--- config.mk ---
export PLATFORM = sky130hd
export DESIGN_NAME = clock_display_scan_flat
export DESIGN_NICKNAME = d
export VERILOG_FILES = /design/src/rtl/clock_display_scan_if.sv /design/src/rtl/clock_display_scan.sv /design/src/flat_wrapper.sv
export SDC_FILE = /design/constraint.sdc
export NUM_CORES = 1
export LEC_CHECK = 0
export ABC_CLOCK_PERIOD_IN_PS = 5560
export BUFFER_PORTS_ARGS = -buffer_cell sky130_fd_sc_hd__buf_4
export CORE_MARGIN = 5
export CORE_UTILIZATION = 62
export DETAILED_ROUTE_END_ITERATION = 10
export PLACE_DENSITY = 0.82
export SYNTH_ARGS = -nofsm -noshare
export SYNTH_HDL_FRONTEND = slang
export SYNTH_SLANG_ARGS = --single-unit
--- constraint.sdc ---
create_clock -name clk -period 5.56 [get_ports clk]
set_input_delay 0.278 -clock clk [delete_from_list [all_inputs] [get_ports clk]]
set_output_delay 0.278 -clock clk [all_outputs]
set_load 0.01 [all_outputs]
--- src/rtl/clock_display_scan_if.sv ---
// rtl/clock_display_scan_if.sv - time bus from the CLOCK block into the display scanner
// The master side is the CLOCK block; the scanner only ever listens.
interface clock_display_scan_if;
   logic [5:0] sec;
   logic [5:0] min;
   logic [4:0] hr;
   logic       AMPM;

   modport master (output sec, output min, output hr, output AMPM);
   modport slave  (input  sec, input  min, input  hr, input  AMPM);
endinterface

--- src/rtl/clock_display_scan.sv ---
// rtl/clock_display_scan.sv - 6-digit multiplexed HH MM SS display driver with per-frame time snapshot
// Optional leading-zero blanking of the hours tens digit: define CLOCK_DISPLAY_LZB_EN.
module clock_display_scan #(
   parameter int SCAN_DIV     = 1000,
   parameter int BLANK_CYCLES = 1
) (
   input  logic                       clk,
   input  logic                       rst,
   clock_display_scan_if.slave        time_bus,
   output logic [5:0]                 an,
   output logic [6:0]                 seg,
   output logic                       dp
);

   localparam int PW = (SCAN_DIV > 2) ? $clog2(SCAN_DIV) : 1;
   localparam logic [PW-1:0] PRESC_LAST = PW'(SCAN_DIV - 1);
   localparam logic [PW-1:0] BLANK_END  = PW'(BLANK_CYCLES);

   logic [PW-1:0] presc_q, presc_d;
   logic [2:0]    digit_q, digit_d;
   logic          snap_valid_q, snap_valid_d;
   logic [5:0]    snap_sec_q, snap_sec_d;
   logic [5:0]    snap_min_q, snap_min_d;
   logic [4:0]    snap_hr_q, snap_hr_d;
   logic          snap_pm_q, snap_pm_d;
   logic [5:0]    an_q, an_d;
   logic [6:0]    seg_q, seg_d;
   logic          dp_q, dp_d;

   logic          term_cnt;
   logic          capture;
   logic          time_ok;
   logic          lead_blank;
   logic [2:0]    sec_tens, min_tens, hr_tens;
   logic [3:0]    digit_val;

   // Fields are all below 64, so a compare ladder is enough for the tens digit.
   function automatic logic [2:0] tens_of(input logic [5:0] v);
      if (v >= 6'd50)      return 3'd5;
      else if (v >= 6'd40) return 3'd4;
      else if (v >= 6'd30) return 3'd3;
      else if (v >= 6'd20) return 3'd2;
      else if (v >= 6'd10) return 3'd1;
      else                 return 3'd0;
   endfunction

   function automatic logic [3:0] ones_of(input logic [5:0] v, input logic [2:0] t);
      return 4'(v - 6'(t) * 6'd10);
   endfunction

   function automatic logic [6:0] seg_of(input logic [3:0] d);
      case (d)
         4'd0:    return 7'h40;
         4'd1:    return 7'h79;
         4'd2:    return 7'h24;
         4'd3:    return 7'h30;
         4'd4:    return 7'h19;
         4'd5:    return 7'h12;
         4'd6:    return 7'h02;
         4'd7:    return 7'h78;
         4'd8:    return 7'h00;
         4'd9:    return 7'h10;
         default: return 7'h7F;
      endcase
   endfunction

   always_comb begin
      term_cnt = (presc_q == PRESC_LAST);
      presc_d  = term_cnt ? '0 : presc_q + 1'b1;
      digit_d  = digit_q;
      if (term_cnt) digit_d = (digit_q == 3'd5) ? 3'd0 : digit_q + 3'd1;

      // The very first edge after reset loads a snapshot; later ones only at frame wrap.
      capture      = !snap_valid_q || (term_cnt && digit_q == 3'd5);
      snap_valid_d = snap_valid_q;
      snap_sec_d   = snap_sec_q;
      snap_min_d   = snap_min_q;
      snap_hr_d    = snap_hr_q;
      snap_pm_d    = snap_pm_q;
      if (capture) begin
         snap_valid_d = 1'b1;
         snap_sec_d   = time_bus.sec;
         snap_min_d   = time_bus.min;
         snap_hr_d    = time_bus.hr;
         snap_pm_d    = time_bus.AMPM;
      end

      time_ok = snap_valid_q && (snap_sec_q <= 6'd59) && (snap_min_q <= 6'd59) &&
                (snap_hr_q != 5'd0) && (snap_hr_q <= 5'd12);

      sec_tens = tens_of(snap_sec_q);
      min_tens = tens_of(snap_min_q);
      hr_tens  = tens_of({1'b0, snap_hr_q});

      case (digit_q)
         3'd0:    digit_val = ones_of(snap_sec_q, sec_tens);
         3'd1:    digit_val = {1'b0, sec_tens};
         3'd2:    digit_val = ones_of(snap_min_q, min_tens);
         3'd3:    digit_val = {1'b0, min_tens};
         3'd4:    digit_val = ones_of({1'b0, snap_hr_q}, hr_tens);
         3'd5:    digit_val = {1'b0, hr_tens};
         default: digit_val = 4'hF;
      endcase

`ifdef CLOCK_DISPLAY_LZB_EN
      lead_blank = time_ok && (digit_q == 3'd5) && (hr_tens == 3'd0);
`else
      lead_blank = 1'b0;
`endif

      if (!time_ok)        seg_d = 7'h3F;
      else if (lead_blank) seg_d = 7'h7F;
      else                 seg_d = seg_of(digit_val);

      if ((presc_q < BLANK_END) || lead_blank) an_d = 6'h3F;
      else                                      an_d = ~(6'b1 << digit_q);

      dp_d = !((digit_q == 3'd0) && time_ok && snap_pm_q);
   end

   always_ff @(posedge clk or posedge rst) begin
      if (rst) begin
         presc_q      <= '0;
         digit_q      <= 3'd0;
         snap_valid_q <= 1'b0;
         snap_sec_q   <= 6'd0;
         snap_min_q   <= 6'd0;
         snap_hr_q    <= 5'd0;
         snap_pm_q    <= 1'b0;
         an_q         <= 6'h3F;
         seg_q        <= 7'h7F;
         dp_q         <= 1'b1;
      end else begin
         presc_q      <= presc_d;
         digit_q      <= digit_d;
         snap_valid_q <= snap_valid_d;
         snap_sec_q   <= snap_sec_d;
         snap_min_q   <= snap_min_d;
         snap_hr_q    <= snap_hr_d;
         snap_pm_q    <= snap_pm_d;
         an_q         <= an_d;
         seg_q        <= seg_d;
         dp_q         <= dp_d;
      end
   end

   assign an  = an_q;
   assign seg = seg_q;
   assign dp  = dp_q;

endmodule

--- src/flat_wrapper.sv ---
// flat-port wrapper written by rule: the top's interface ports become plain ports
module clock_display_scan_flat 
#(
   parameter int SCAN_DIV     = 1000,
   parameter int BLANK_CYCLES = 1
)
  (clk, rst, an, seg, dp, time_bus_sec, time_bus_min, time_bus_hr, time_bus_AMPM);
  clock_display_scan_if time_bus_i ();
  input  logic clk;
  input  logic rst;
  output logic [5:0] an;
  output logic [6:0] seg;
  output logic dp;
  input wire logic [$bits(time_bus_i.sec)-1:0] time_bus_sec;
  input wire logic [$bits(time_bus_i.min)-1:0] time_bus_min;
  input wire logic [$bits(time_bus_i.hr)-1:0] time_bus_hr;
  input wire logic [$bits(time_bus_i.AMPM)-1:0] time_bus_AMPM;
  assign time_bus_i.sec = time_bus_sec;
  assign time_bus_i.min = time_bus_min;
  assign time_bus_i.hr = time_bus_hr;
  assign time_bus_i.AMPM = time_bus_AMPM;
  clock_display_scan #(.SCAN_DIV(SCAN_DIV), .BLANK_CYCLES(BLANK_CYCLES)) u_core (.clk(clk), .rst(rst), .time_bus(time_bus_i), .an(an), .seg(seg), .dp(dp));
endmodule
## Yosys cells after proc, flatten, opt, wreduce, memory -nomap -nowiden

Memories as Yosys holds them, arrays and structs flattened.
Cells that the tools add are included.

| operators by class | value |
|---|---|
| shifts and indexed selects | 1 |
| $add $sub $neg | 5 |
| bitwise gates (word level) | 1 |
| mux-type cells | 20 |
| reductions and logical operators | 12 |
| equal/unequal tests | 6 |
| multipliers | 3 |
| order comparisons | 19 |

Operators by type and width:

| kind | number |
|---|---|
| 3-bit 2-to-1 mux | 13 |
| 6-bit by 5-bit >= comparator with 1-bit output (second input constant) | 4 |
| 6-bit >= comparator (second input constant) | 4 |
| 4-bit one-hot mux with 6 select lines | 1 |
| 5-bit by 6-bit >= comparator with 1-bit output (second input constant) | 2 |
| 6-bit by 4-bit >= comparator with 1-bit output (second input constant) | 2 |
| 6-bit <= comparator (second input constant) | 2 |
| 4-bit subtractor | 3 |
| 10-bit by 1-bit adder with 10-bit output (second input constant) | 1 |
| 10-bit equality test (second input constant) | 1 |
| 5-bit >= comparator (second input constant) | 2 |
| 10-bit by 1-bit < comparator with 1-bit output (second input constant) | 1 |
| 10-bit 2-to-1 mux | 1 |
| 3-bit by 3-bit multiplier with 3-bit output (second input constant) | 3 |
| 1-bit logical AND | 7 |
| 7-bit 2-to-1 mux | 1 |
| 3-bit by 2-bit equality test with 1-bit output (second input constant) | 2 |
| 3-bit equality test (second input constant) | 2 |
| 6-bit 2-to-1 mux | 1 |
| 6-bit inverter | 1 |
| 1-bit by 3-bit << shifter with 6-bit output (first input constant) | 1 |
| 5-bit by 4-bit >= comparator with 1-bit output (second input constant) | 1 |
| 5-bit by 4-bit <= comparator with 1-bit output (second input constant) | 1 |
| 5-bit nonzero test | 1 |
| 6 further kinds | 9 |

| storage, ports and cells | value |
|---|---|
| input port bits | 20 |
| word-level logic and storage cells | 78 |
| register bits after elaboration | 46 |
| memories kept | 1 |
| output and inout port bits | 14 |
| ROM bits | 112 |

Memory list:

| memory | depth | bits a word | read ports | clocked after Yosys merged registers in | wr ports | RTL line | source |
|---|---|---|---|---|---|---|---|
| (no name shown) | 16 | 7 | 1 | 0 | 0 | clock_display_scan.sv:52 | `case (d)` |

## Logic depth before layout (Yosys ltp)

An unclocked memory read counts as a cell.

| depth | value |
|---|---|
| word-level depth | 11 |
| gate-level depth with buffers | 14 |
| gate-level depth less buffers | 12 |

## Worst setup path after synthesis

OpenSTA, ideal clock, no wires.

| timing path | value |
|---|---|
| kind | register to register |
| start | register u_core.snap_min_q[3] |
| end | register u_core.seg_q[4] (netlist: u_core.seg[4]) |
| buffers on the path | 2 |
| required time | 5.472 ns |
| path slack | 2.536 ns |
| library setup time | 0.088 ns |
| arrival time | 2.936 ns |
| clock period less this slack | 3.024 ns |
| stages on the path, launching flop included | 14 |
| cells stage by stage | dfrtp_1 > buf_6 > nor2b_1 > o21bai_1 > a221oi_1 > ha_1 > inv_1 > fa_1 > a22o_1 > a21oi_1 > and2_1 > buf_2 > a21oi_1 > or3_1 |

| on the way | value |
|---|---|
| word-level cells in the longest chain between the ends | 11 |
| elaborated cells on any way between the ends | 19 |
| classes of those cells | 1 x add/sub; 1 x mul; 6 x order compare; 7 x mux; 3 x reduce/logical; 1 x memory |

Ends and longest elaborated chain:

| item | RTL line | source |
|---|---|---|
| from (decl) | clock_display_scan.sv:23 | `logic [5:0] snap_min_q, snap_min_d;` |
| from (signal assigned) | clock_display_scan.sv:138 | `snap_min_q <= snap_min_d;` |
| 6-bit by 4-bit >= comparator with 1-bit output | clock_display_scan.sv:43 | `else if (v >= 6'd10) return 3'd1;` |
| 1-bit 2-to-1 mux | clock_display_scan.sv:43 |  |
| 3-bit 2-to-1 mux | clock_display_scan.sv:42 | `else if (v >= 6'd20) return 3'd2;` |
| 3-bit 2-to-1 mux | clock_display_scan.sv:41 | `else if (v >= 6'd30) return 3'd3;` |
| 3-bit 2-to-1 mux | clock_display_scan.sv:40 | `else if (v >= 6'd40) return 3'd4;` |
| 3-bit 2-to-1 mux | clock_display_scan.sv:39 | `if (v >= 6'd50) return 3'd5;` |
| 3-bit by 3-bit multiplier with 3-bit output | clock_display_scan.sv:48 | `return 4'(v - 6'(t) * 6'd10);` |
| 4-bit subtractor | clock_display_scan.sv:48 |  |
| 4-bit one-hot mux with 6 select lines | clock_display_scan.sv:95 | `case (digit_q)` |
| memory read 16 x 7 bit | -- |  |
| 7-bit 2-to-1 mux * | clock_display_scan.sv:111 | `if (!time_ok) seg_d = 7'h3F;` |
| net u_core.seg_d[4] | clock_display_scan.sv:27 | `logic [6:0] seg_q, seg_d;` |
| to (signal assigned) | clock_display_scan.sv:142 | `seg_q <= seg_d;` |
| to (decl) | clock_display_scan.sv:27 |  |

Mark *: on every way through the listed nets, which the timed path passes. The rest lies on a longest branch.
A chain may end at the register's enable or synchronous reset.

## Worst setup path in the final report

| timing path | value |
|---|---|
| start | register u_core.snap_hr_q[4] |
| end | register u_core.seg_q[4] (netlist: u_core.seg[4]) |

| on the way | value |
|---|---|
| word-level cells in the longest chain between the ends | 11 |
| elaborated cells on any way between the ends | 19 |
| classes of those cells | 1 x add/sub; 1 x mul; 6 x order compare; 7 x mux; 3 x reduce/logical; 1 x memory |

Ends and longest elaborated chain:

| item | RTL line | source |
|---|---|---|
| from (decl) | clock_display_scan.sv:24 | `logic [4:0] snap_hr_q, snap_hr_d;` |
| from (signal assigned) | clock_display_scan.sv:139 | `snap_hr_q <= snap_hr_d;` |
| 5-bit by 4-bit >= comparator with 1-bit output | clock_display_scan.sv:43 |  |
| 1-bit 2-to-1 mux | clock_display_scan.sv:43 |  |
| 3-bit 2-to-1 mux | clock_display_scan.sv:42 |  |
| 3-bit 2-to-1 mux | clock_display_scan.sv:41 |  |
| 3-bit 2-to-1 mux | clock_display_scan.sv:40 |  |
| 3-bit 2-to-1 mux | clock_display_scan.sv:39 |  |
| 3-bit by 3-bit multiplier with 3-bit output | clock_display_scan.sv:48 |  |
| 4-bit subtractor | clock_display_scan.sv:48 |  |
| 4-bit one-hot mux with 6 select lines | clock_display_scan.sv:95 |  |
| memory read 16 x 7 bit | -- |  |
| 7-bit 2-to-1 mux * | clock_display_scan.sv:111 |  |
| net u_core.seg_d[4] | clock_display_scan.sv:27 |  |

Marked as above.

==> impl_results.md <==
* Power share of the combinational group at 25.2%
* Root buffer cell: clkbuf_8
* Part of the cycle the worst path needs at 61.4%
* CP Capture Type: flop
* DP HPWL at 3.89 mm
* Drt first pass iters at 5
* Pint at 546 uW
* First-pass GRT wire length at 9.24 mm
* Leak at 0.00128 uW
* GPL Wtd Cong at 0.892
* Post-synth top area share at 30.5%
* Final WL at 5.38 mm
* # fillers at 312
* Sequential cell area at 0.00117 sq mm
* Num ports at 34
* Row count at 23
* Die ar. at 0.00563 sq mm
* Clk slew on worst S/H paths at 90 ps
* RSZ-0062 raised after global routing: no
* Wire per inst at 15.4 um
* EDFF count, synth at 0
* Power Density at 268 mW/mm^2
* Hold Violations, Final at 0
* Worst stage delay on the critical path at 590 ps
* Critical Path, Cell by Cell: inv_1 > maj3_2 > a22o_1 > ha_1 > fa_1 > a211oi_1 > a31oi_1 > a32o_1 > a221oi_2 > a21oi_1 > or3_1
* Syn-to-layout area delta at 12.7%
* Crit path max-delay cell type: a221oi_2
* Number of global-route vias before repair at 1999
* Slew Limit Fails at 0
* Most common cell after layout, fill and taps aside: buf_4
* Worst path arrival time at 3650 ps
* Seq cells post-synth at 46
* Num CTS Buffers at 5
* Clock Latency Late Sink at 300 ps
* Largest net degree at the start of global routing at 47
* H-tree Lvls at 2
* Mapped Cells at 270
* Total gr overflow at 0
* Clock share of power at 25.7%
* DR vias at 2030
* Core Area at 0.00406 sq mm
* Synthesized area per cell at 9.72 sq um
* Height of the die at 75.1 um
* Initial antenna violation count at 0
* Max clock buf depth at 2
* Starting density of the core at 64.7%
* Final nets at 328
* Status: completed
* Routed Antenna Nets at 0
* Type of origin of the critical path: flop
* Hold Path Class: input port to async pin
* PortBufs at 33
* Setup TNS at 0 ps
* Fin worst setup slack at 2150 ps
* Total nets after synthesis at 300
* Register area share after synthesis at 44.5%
* Diode count at 0
* Cell taking the most area after synthesis: dfrtp_1
* Residual DRC at 0
* CP required at 5790 ps
* Vias per cell at 5.82
* Sequential share of power at 49.0%
* Post CTS Setup Buffer Count at 0
* Synthesized cell area at 0.00262 sq mm
* Dpl ws at 2190 ps
* VDD IR max at 205 uV
* Worst-Margin Slew at 863 ps
* Switch share at 31.0%
* Max Fclk at 0.293 GHz
* Ranking of synthesized cells by area: dfrtp_1 31%, dfstp_2 14%, mux2_2 4.7%
* CP max FO at 11
* DRT iter0 DRCs at 162
* Clock Sinks at 46
* CTS tree: built
* Min cycle time layout at 3410 ps
* Die width at 75.1 um
* Final Skew at 9.84 ps
* Synth Flop Type: dfrtp_1
* All-Layer GR Usage at 21.5%
* Yosys warns at 0
* Async SR Flop Fraction at 100%
* Netlist cell types at 57
* Most frequent cells in the layout: 34 x buf_4, 32 x dfrtp_1, 25 x nor2_1, 25 x nand2_1, 18 x o21ai_0
* Slew HR at 42.3%
* Post-CTS Resized at 0
* Number of hold buffers added after CTS at 0
* Share of cells above drive strength 1 at 25.1%
* Switching power at 246 uW
* Worst Path Class, Setup: flop to flop
* Area of the multi-input gates at 0.00132 sq mm
* Max-Cap Viols at 0
* Setup violators final at 0
## power groups by stage
stage / Combinational [uW] / Sequential (uW) / Clock, uW
2_1_floorplan: 150 / 390 / 0
3_3_place_gp: 191 / 392 / 0
3_5_place_dp: 198 / 395 / 0
4_1_cts: 199 / 388 / 206
5_1_grt: 225 / 392 / 223
6_report: 200 / 388 / 204
## stage by stage
stage	power, uW	instance area (sq um)	std cells	hold slack, ps	utilization, %
after CTS	794	2960	349	127	72.9
after floorplan	540	2620	270	387	-
after global routing	840	2960	349	159	72.9
final	791	2960	349	97.0	72.9
after detailed placement	592	2870	341	435	70.7
after global placement	582	2870	341	411	70.7
## Yosys cell counts, drive strengths merged, types with 2 or more instances
master   count
clkbuf       4
a221oi       3
ha           7
nand4        2
xor2         4
inv         18
mux2        11
nor2b       10
nor4b        2
nand2       25
nor2        25
a21oi        5
o221ai       2
o22a         2
dfstp       14
xnor2        8
o21ai       20
a31oi        3
a2bb2oi      2
nand2b       3
o21a         2
fa           3
a22o         3
and3         5
nand3       11
a2111oi      2
and2         5
dfrtp       32
a31o         2
buf          9
nor3         8
## sequential cells by signal, summed over array words and instances (netlist names)
register,cells
u_core.an,6
u_core.digit_q,3
u_core.dp,1
u_core.presc_q,10
u_core.seg,7
u_core.snap_hr_q,5
u_core.snap_min_q,6
u_core.snap_pm_q,1
u_core.snap_sec_q,6
u_core.snap_valid_q,1
## final cells by class
class	instances	area share [%]
sequential	46	39.5
clock buffer	6	2.45
clock inverter	2	0.466
inverter	18	2.29
multi-input combinational	193	44.5
timing repair buffer	34	8.63
tap	50	2.12
## routing by layer
| metal | up-vias | track usage, % | share of wire [%] |
|---|---|---|---|
| li1 | 989 | - | - |
| met5 | - | 0 | 0 |
| met2 | 53 | 38.5 | 52 |
| met4 | 0 | 6.32 | 1.5 |
| met3 | 11 | 4.54 | 4.8 |
| met1 | 977 | 26.0 | 42 |
## worst paths after layout
check                                          from                   end  slack [ps]  cells after the start
max in group asynchronous                       rst          u_core.an[2]        5050                      3
worst min-delay path                            rst  u_core.snap_min_q[3]         100                      3
worst min register to register     u_core.snap_pm_q             u_core.dp         440                      1
worst max register to register  u_core.snap_hr_q[4]         u_core.seg[4]        2150                     11
worst max-delay path            u_core.snap_hr_q[4]         u_core.seg[4]        2150                     11
min in group clk                    time_bus_sec[1]  u_core.snap_sec_q[1]         170                      3
## kinds of logic after synthesis
| group | Yosys count | share of synthesized area, % |
|---|---|---|
| compound gates | 56 | 15.1 |
| xor+xnor | 12 | 4.01 |
| fa+ha+maj | 11 | 6.06 |
| buf+inv | 31 | 5.29 |
| flops | 46 | 44.5 |
| mux | 11 | 4.72 |
| other cells | 1 | 0.143 |
| simple gates | 102 | 20.1 |
## worst max-delay path, delay by kind of cell (launching register included)
kind | cells | cell delay [ps]
adders and majority gates | 3 | 910
DFF | 1 | 460
AOI/OAI and AO/OA | 6 | 1550
buffers and inverters | 1 | 90
and+or+nand+nor | 1 | 340
No activity file was read; power rests on OpenSTA's default activity.
